===== src/rtl/regfile_dump.sv =====
`default_nettype none
// ============================================================================
// Module   : regfile_dump
// Purpose  : Debug readback engine for the MIPS register file. On a start
//            request it halts the core, then walks every register through the
//            combinational read port and emits {index, data} words over a
//            valid/ready handshake in ascending index order.
// Revision : 1.0 - initial release
// ----------------------------------------------------------------------------
// Ports
//   clk        in   system clock, all state on the rising edge
//   reset      in   asynchronous active-low reset
//   start      in   begins a dump when idle (level, sampled on edge)
//   halt_req   out  asks the core to freeze PC and register writes
//   rd_addr    out  register file read address (registered)
//   rd_data    in   register file read data, combinational from rd_addr
//   dump_valid out  dump_addr/dump_data hold a valid word
//   dump_ready in   consumer accepts the word when high with dump_valid
//   dump_addr  out  index of the emitted register
//   dump_data  out  value of the emitted register
//   busy       out  dump in progress
//   done       out  one-cycle pulse after the last word is accepted
// ============================================================================
module regfile_dump #(
  parameter int DATA_W   = 32,
  parameter int ADDR_W   = 5,
  parameter int NUM_REGS = 32
) (
  input  logic              clk,
  input  logic              reset,
  input  logic              start,
  output logic              halt_req,
  output logic [ADDR_W-1:0] rd_addr,
  input  logic [DATA_W-1:0] rd_data,
  output logic              dump_valid,
  input  logic              dump_ready,
  output logic [ADDR_W-1:0] dump_addr,
  output logic [DATA_W-1:0] dump_data,
  output logic              busy,
  output logic              done
);

  typedef enum logic [2:0] {
    S_IDLE = 3'd0,
    S_HALT = 3'd1,
    S_READ = 3'd2,
    S_SEND = 3'd3,
    S_DONE = 3'd4
  } state_t;

  // One extra index bit so a full 2^ADDR_W walk ends without wrapping.
  localparam int              LAST_INT = NUM_REGS - 1;
  localparam logic [ADDR_W:0] LAST_IDX = LAST_INT[ADDR_W:0];

  state_t              state_q, state_d;
  logic [ADDR_W:0]     idx_q, idx_d;
  logic [ADDR_W-1:0]   rd_addr_q, rd_addr_d;
  logic                dump_valid_q, dump_valid_d;
  logic [ADDR_W-1:0]   dump_addr_q, dump_addr_d;
  logic [DATA_W-1:0]   dump_data_q, dump_data_d;
  logic [ADDR_W:0]     idx_next;

  assign idx_next = idx_q + 1'b1;

  always_comb begin
    state_d      = state_q;
    idx_d        = idx_q;
    rd_addr_d    = rd_addr_q;
    dump_valid_d = dump_valid_q;
    dump_addr_d  = dump_addr_q;
    dump_data_d  = dump_data_q;

    case (state_q)
      S_IDLE: begin
        if (start) begin
          state_d   = S_HALT;
          idx_d     = '0;
          rd_addr_d = '0;
        end
      end
      // Single cycle so the core retires its in-flight instruction before
      // the first read.
      S_HALT: state_d = S_READ;
      S_READ: begin
        dump_data_d  = rd_data;
        dump_addr_d  = idx_q[ADDR_W-1:0];
        dump_valid_d = 1'b1;
        state_d      = S_SEND;
      end
      S_SEND: begin
        if (dump_valid_q && dump_ready) begin
          dump_valid_d = 1'b0;
          if (idx_q == LAST_IDX) begin
            state_d = S_DONE;
          end else begin
            idx_d     = idx_next;
            rd_addr_d = idx_next[ADDR_W-1:0];
            state_d   = S_READ;
          end
        end
      end
      S_DONE:  state_d = S_IDLE;
      default: state_d = S_IDLE;
    endcase
  end

  always_ff @(posedge clk or negedge reset) begin
    if (!reset) begin
      state_q      <= S_IDLE;
      idx_q        <= '0;
      rd_addr_q    <= '0;
      dump_valid_q <= 1'b0;
      dump_addr_q  <= '0;
      dump_data_q  <= '0;
    end else begin
      state_q      <= state_d;
      idx_q        <= idx_d;
      rd_addr_q    <= rd_addr_d;
      dump_valid_q <= dump_valid_d;
      dump_addr_q  <= dump_addr_d;
      dump_data_q  <= dump_data_d;
    end
  end

  // Status outputs decode straight from the state flop, so an asynchronous
  // reset clears them without waiting for an edge.
  assign busy       = (state_q == S_HALT) || (state_q == S_READ) ||
                      (state_q == S_SEND);
  assign halt_req   = busy;
  assign done       = (state_q == S_DONE);
  assign rd_addr    = rd_addr_q;
  assign dump_valid = dump_valid_q;
  assign dump_addr  = dump_addr_q;
  assign dump_data  = dump_data_q;

endmodule
`default_nettype wire

===== config.mk =====
export PLATFORM = sky130hd
export DESIGN_NAME = regfile_dump
export DESIGN_NICKNAME = d
export VERILOG_FILES = /design/src/rtl/regfile_dump.sv
export SDC_FILE = /design/constraint.sdc
export NUM_CORES = 1
export LEC_CHECK = 0
export ABC_AREA = 1
export CORE_MARGIN = 8
export CORE_UTILIZATION = 40
export CTS_CLUSTER_SIZE = 24
export DETAILED_ROUTE_END_ITERATION = 8
export PLACE_DENSITY = 0.75
export SLEW_MARGIN = 20
export SYNTH_ARGS = -nofsm -noshare
export SYNTH_HDL_FRONTEND = slang
export SYNTH_SLANG_ARGS = --single-unit

===== constraint.sdc =====
create_clock -name clk -period 1.7 [get_ports clk]
set_input_delay 0.255 -clock clk [delete_from_list [all_inputs] [get_ports clk]]
set_output_delay 0.255 -clock clk [all_outputs]
set_load 0.05 [all_outputs]

## After elaboration in Yosys (flattened, before gate mapping)

Index checks and enable logic that the tools add are counted.

- Flip-flop bits (word level): 52
- Output and inout bits: 46
- Input port bits: 36
- Word-level logic and storage cells: 38

- Reductions and logical operators: 9
- Eq/ne operators: 8
- Muxes and demuxes: 14
- $add $sub $neg: 1

Operators by type and width:

| cell | number |
|---|---|
| two-way mux 6 bit | 3 |
| two-way mux 5 bit | 3 |
| case mux 3 bit (4 select lines) | 1 |
| case mux 6 bit (2 select lines) | 1 |
| case mux 5 bit (2 select lines) | 1 |
| two-way mux 3 bit | 3 |
| adder 6 x 1 -> 6 bit (second input constant) | 1 |
| == test 3 x 2 -> 1 bit (second input constant) | 2 |
| == test 6 x 5 -> 1 bit (second input constant) | 1 |
| inequality test 2 bit (second input constant) | 3 |
| AND reduction 2 bit | 2 |
| AND reduction 4 bit | 1 |
| nonzero test 2 bit | 2 |
| == test 3 x 1 -> 1 bit (second input constant) | 1 |
| == test 3 bit (second input constant) | 1 |
| logical NOT 3 bit | 1 |
| logical OR 1 bit | 2 |
| case mux 1 bit (2 select lines) | 1 |
| logical AND 1 bit | 1 |
| two-way mux 1 bit | 1 |

## Longest topological paths before layout

- Word-level depth: 4
- Mapped depth: 8

## Worst setup path after synthesis

No wires, ideal clock.

- Path kind: register -> output
- From: reg state_q[0]
- To: out halt_req
- Cell stages (with the launch flop): 4
- Data required time: 1.445 ns
- Path buffers: 1
- Path slack: -0.082 ns
- Arrival: 1.527 ns
- Cells stage by stage: dfrtp_1 > nor2_1 > nor2_1 > buf_4

- Cells in the longest elaborated chain, start to end: 3

Ends and longest elaborated chain:

| element | line | RTL |
|---|---|---|
| start: declaration | 55 | `state_t state_q, state_d;` |
| start signal: assignment | 116 | `state_q <= state_d;` |
| == test 3 x 1 -> 1 bit / == test 3 x 2 -> 1 bit (equally long branches) | 127 | `assign busy = (state_q == S_HALT) \|\| (state_q == S_READ) \|\|` |
| logical OR 1 bit | 127 |  |
| logical OR 1 bit * | 127 |  |
| end: declaration | 32 | `output logic halt_req,` |

Every way passes the cells marked *; elsewhere a longest branch is shown, timed or not.

## Final worst setup path

- From: reg state_q[1]
- To: out halt_req

Same word-level chain as after synthesis.

==> impl_metrics.py <==
metrics = {
    "route": {
        "drc_errors": 0,
        "wl_per_cell_um": 14.4,
        "drt-pass1-iter-count": 4,
        "vias": 1473,
        "drtAntennaViolNets": 0,
        "drt_iter0_markers": 68,
        "vias_per_cell": 4.69,
        "drt_wl_total_um": 4520,
    },
    "setup_path": {
        "arrival_ns": 1.28,
        "cp.required_ns": 1.44,
        "critPathMaxFanout": 5,
        "worstSetupEndpointType": "primary output",
        "cp-start-kind": "flop",
        "crit_type": "flop to primary output",
    },
    "die": {
        "start_util_pct": 41.8,
        "core.rowCount": 25,
        "io_pins": 82,
        "die_y_um": 86.5,
        "die_x_um": 86.5,
        "dieArea_sq_um": 7490,
        "coreArea_sq_um": 4750,
    },
    "placed_design": {
        "hpwl_um": 3500,
        "port_buffers": 81,
        "place_area_sq_um": 2790,
        "gp_congestion": 0.841,
        "post-place-ws_ns": 0.225,
    },
    "outcome": {
        "outcome": "finished clean",
    },
    "synthesis": {
        "ys_seq_area_share_pct": 59.1,
        "synthCells": 164,
        "synthXorXnorAreaFrac_pct": 0.881,
        "ys_types": 21,
        "synthAdderAreaFrac_pct": 0.629,
        "synth_compound_area_share_pct": 2.64,
        "syn_area_per_cell_sq_um": 12.1,
        "ys_warn_count": 0,
        "synth_top_family_by_area": "multiplexers",
        "ys_ff_latch": 47,
        "muxShareOfSynthArea_pct": 20.4,
        "synth_fp_nets": 201,
        "syn_area_sq_um": 1990,
        "synth-simple-area-share_pct": 11.6,
    },
    "timing": {
        "fin_hold_ws_ns": 0.458,
        "setup_viol": 0,
        "fmax_ghz": 0.649,
        "maxSlewViolCount": 0,
        "fin_crit_sh_pct": 90.6,
        "worst_slack_ns": 0.160,
        "fin_setup_tns_ns": 0,
        "tightestPinTransition_ns": 0.482,
        "period_needed_ns": 1.54,
        "fin_skew_ns": 0.00398,
        "maxSlewHeadroom_pct": 67.9,
        "grt_setup_unrepaired": "false",
        "hold_viol": 0,
    },
    "power": {
        "p_int_mw": 3.04,
        "p_seq_share_pct": 30.9,
        "peakVddDrop_uv": 1120,
        "p_sw_mw": 3.06,
        "p_per_area_nw_per_um2": 2120,
        "p_sw_share_pct": 50.1,
        "p_leak_nw": 1.34,
        "clkPwrFrac_pct": 10.3,
        "pwr-share-comb_pct": 58.9,
    },
    "grt": {
        "grt_max_degree": 34,
        "antenna_found_initial": 0,
        "grt_usage_pct": 12.8,
        "grt_pass1_vias": 1540,
        "overflow": 0,
        "grt_pass1_wl_um": 7490,
    },
    "clock_tree": {
        "path_clk_slew_ns": 0.08,
        "cts_tree": "built",
        "clock-root-buffer": "clkbuf_8",
        "clkSinkCount": 47,
        "cts_resized": 0,
        "cts_buffer_depth": 2,
        "htree_levels": 2,
        "worstSkewPairLatency_ns": 0.29,
        "numCtsBuffers": 5,
    },
    "final_layout": {
        "fillers": 424,
        "syn2layout_area_growth_pct": 44.8,
        "num_antenna_cells": 0,
        "fin_nets": 283,
        "drive_gt1_share_pct": 27.1,
        "fin_area_sq_um": 2880,
    },
    "run": {
        "cap_violations": 0,
    },
    "worst_hold_path": {
        "min_path_type": "input pin to asynchronous set/reset pin",
    },
}
## layout by cell type, fill, tap and decap left out, types with 2 or more instances in the layout
master           synthesis  routed
buf_12                   0       5
buf_4                    9      44
clkbuf_1                 0       2
clkbuf_8                 0       5
clkdlybuf4s50_1          0      34
dfrtp_1                 47      47
inv_1                    3       3
inv_2                    3       3
mux2_1                  36      36
nand2_1                 28      28
nand2_2                  3       3
nand3_1                  5       4
nand3_2                  1       2
nor2_1                  11      10
o21ai_0                  6       6
o21ai_1                  3       3
## Yosys cell counts, drive strengths merged
| cell type | count | area, sq um |
|---|---|---|
| xor2 | 1 | 8.76 |
| nand3b | 1 | 7.51 |
| o211ai | 1 | 7.51 |
| xnor2 | 1 | 8.76 |
| mux2 | 36 | 405 |
| nand4 | 1 | 6.26 |
| inv | 6 | 22.5 |
| nand2 | 31 | 124 |
| ha | 1 | 12.5 |
| nor3 | 1 | 5.00 |
| nor2 | 12 | 52.6 |
| buf | 10 | 72.6 |
| dfrtp | 47 | 1180 |
| o21ai | 9 | 45.0 |
| nand3 | 6 | 35.0 |
## critical path, stage by stage (launching register included)
cell and delay (ns):
dfrtp_1 0.45, nor2_1 0.11, nor2_2 0.25, buf_12 0.18
## power by group through the flow
stage          clock (mW)  sequential [mW]  combinational, mW
2_1_floorplan           0             3.43              0.999
3_3_place_gp            0             1.89               3.60
3_5_place_dp            0             1.92               3.64
4_1_cts             0.660             1.89               3.65
5_1_grt             0.699             1.96               3.78
6_report            0.627             1.88               3.59
## worst paths after layout
kind,depth (start not counted),startpoint,slack [ns],endpoint
worst max-delay path,3,state_q[1],0.16,halt_req
worst min-delay path,2,reset,0.46,dump_data[12]
worst max register to register,8,idx_q[0],0.21,idx_q[1]
worst min register to register,1,dump_addr[2],0.49,dump_addr[2]
max in group asynchronous,3,reset,0.73,dump_data[2]
min in group clk,1,dump_addr[2],0.49,dump_addr[2]
## sequential cells by signal (all words and copies together) (netlist names)
signal / count
dump_addr: 5
dump_data: 32
dump_valid: 1
idx_q: 6
state_q: 3
## through the flow
| step | instances | power, mW | utilization [%] |
|---|---|---|---|
| 6_report | 314 | 6.10 | 60.6 |
| 3_3_place_gp | 305 | 5.50 | 58.7 |
| 3_5_place_dp | 305 | 5.56 | 58.7 |
| 4_1_cts | 314 | 6.20 | 60.6 |
| 2_1_floorplan | 164 | 4.42 | - |
| 5_1_grt | 314 | 6.45 | 60.6 |
## cell type report
cell class                      count  area (sq um)  area share (%)
Clock buffer                        7          76.3            2.65
Clock inverter                      1          5.00           0.174
Inverter                            6          22.5           0.782
Multi-Input combinational cell    101           731            25.4
Sequential cell                    47          1180            40.8
Tap cell                           67          83.8            2.91
Timing Repair Buffer               85           786            27.3
## timing repair
action                                 4_1_cts  5_1_grt
endpoints found under the hold margin       19        0
buffers inserted                             0        0
hold buffers                                 1        0
## kinds of logic after synthesis
group / after synthesis
AND/OR/NAND/NOR: 52
flip-flops: 47
multiplexers: 36
buffers and inverters: 16
AO/OA/AOI/OAI: 10
XOR/XNOR: 2
adder cells (fa/ha/maj): 1
## routing by layer
| layer | wire length (um) | GRT usage, % |
|---|---|---|
| met4 | 46 | 4.69 |
| met3 | 328 | 4.63 |
| met2 | 2140 | 20.3 |
| met1 | 2010 | 15.6 |
| met5 | 0 | 0 |
No activity file was read; power rests on OpenSTA's default activity.
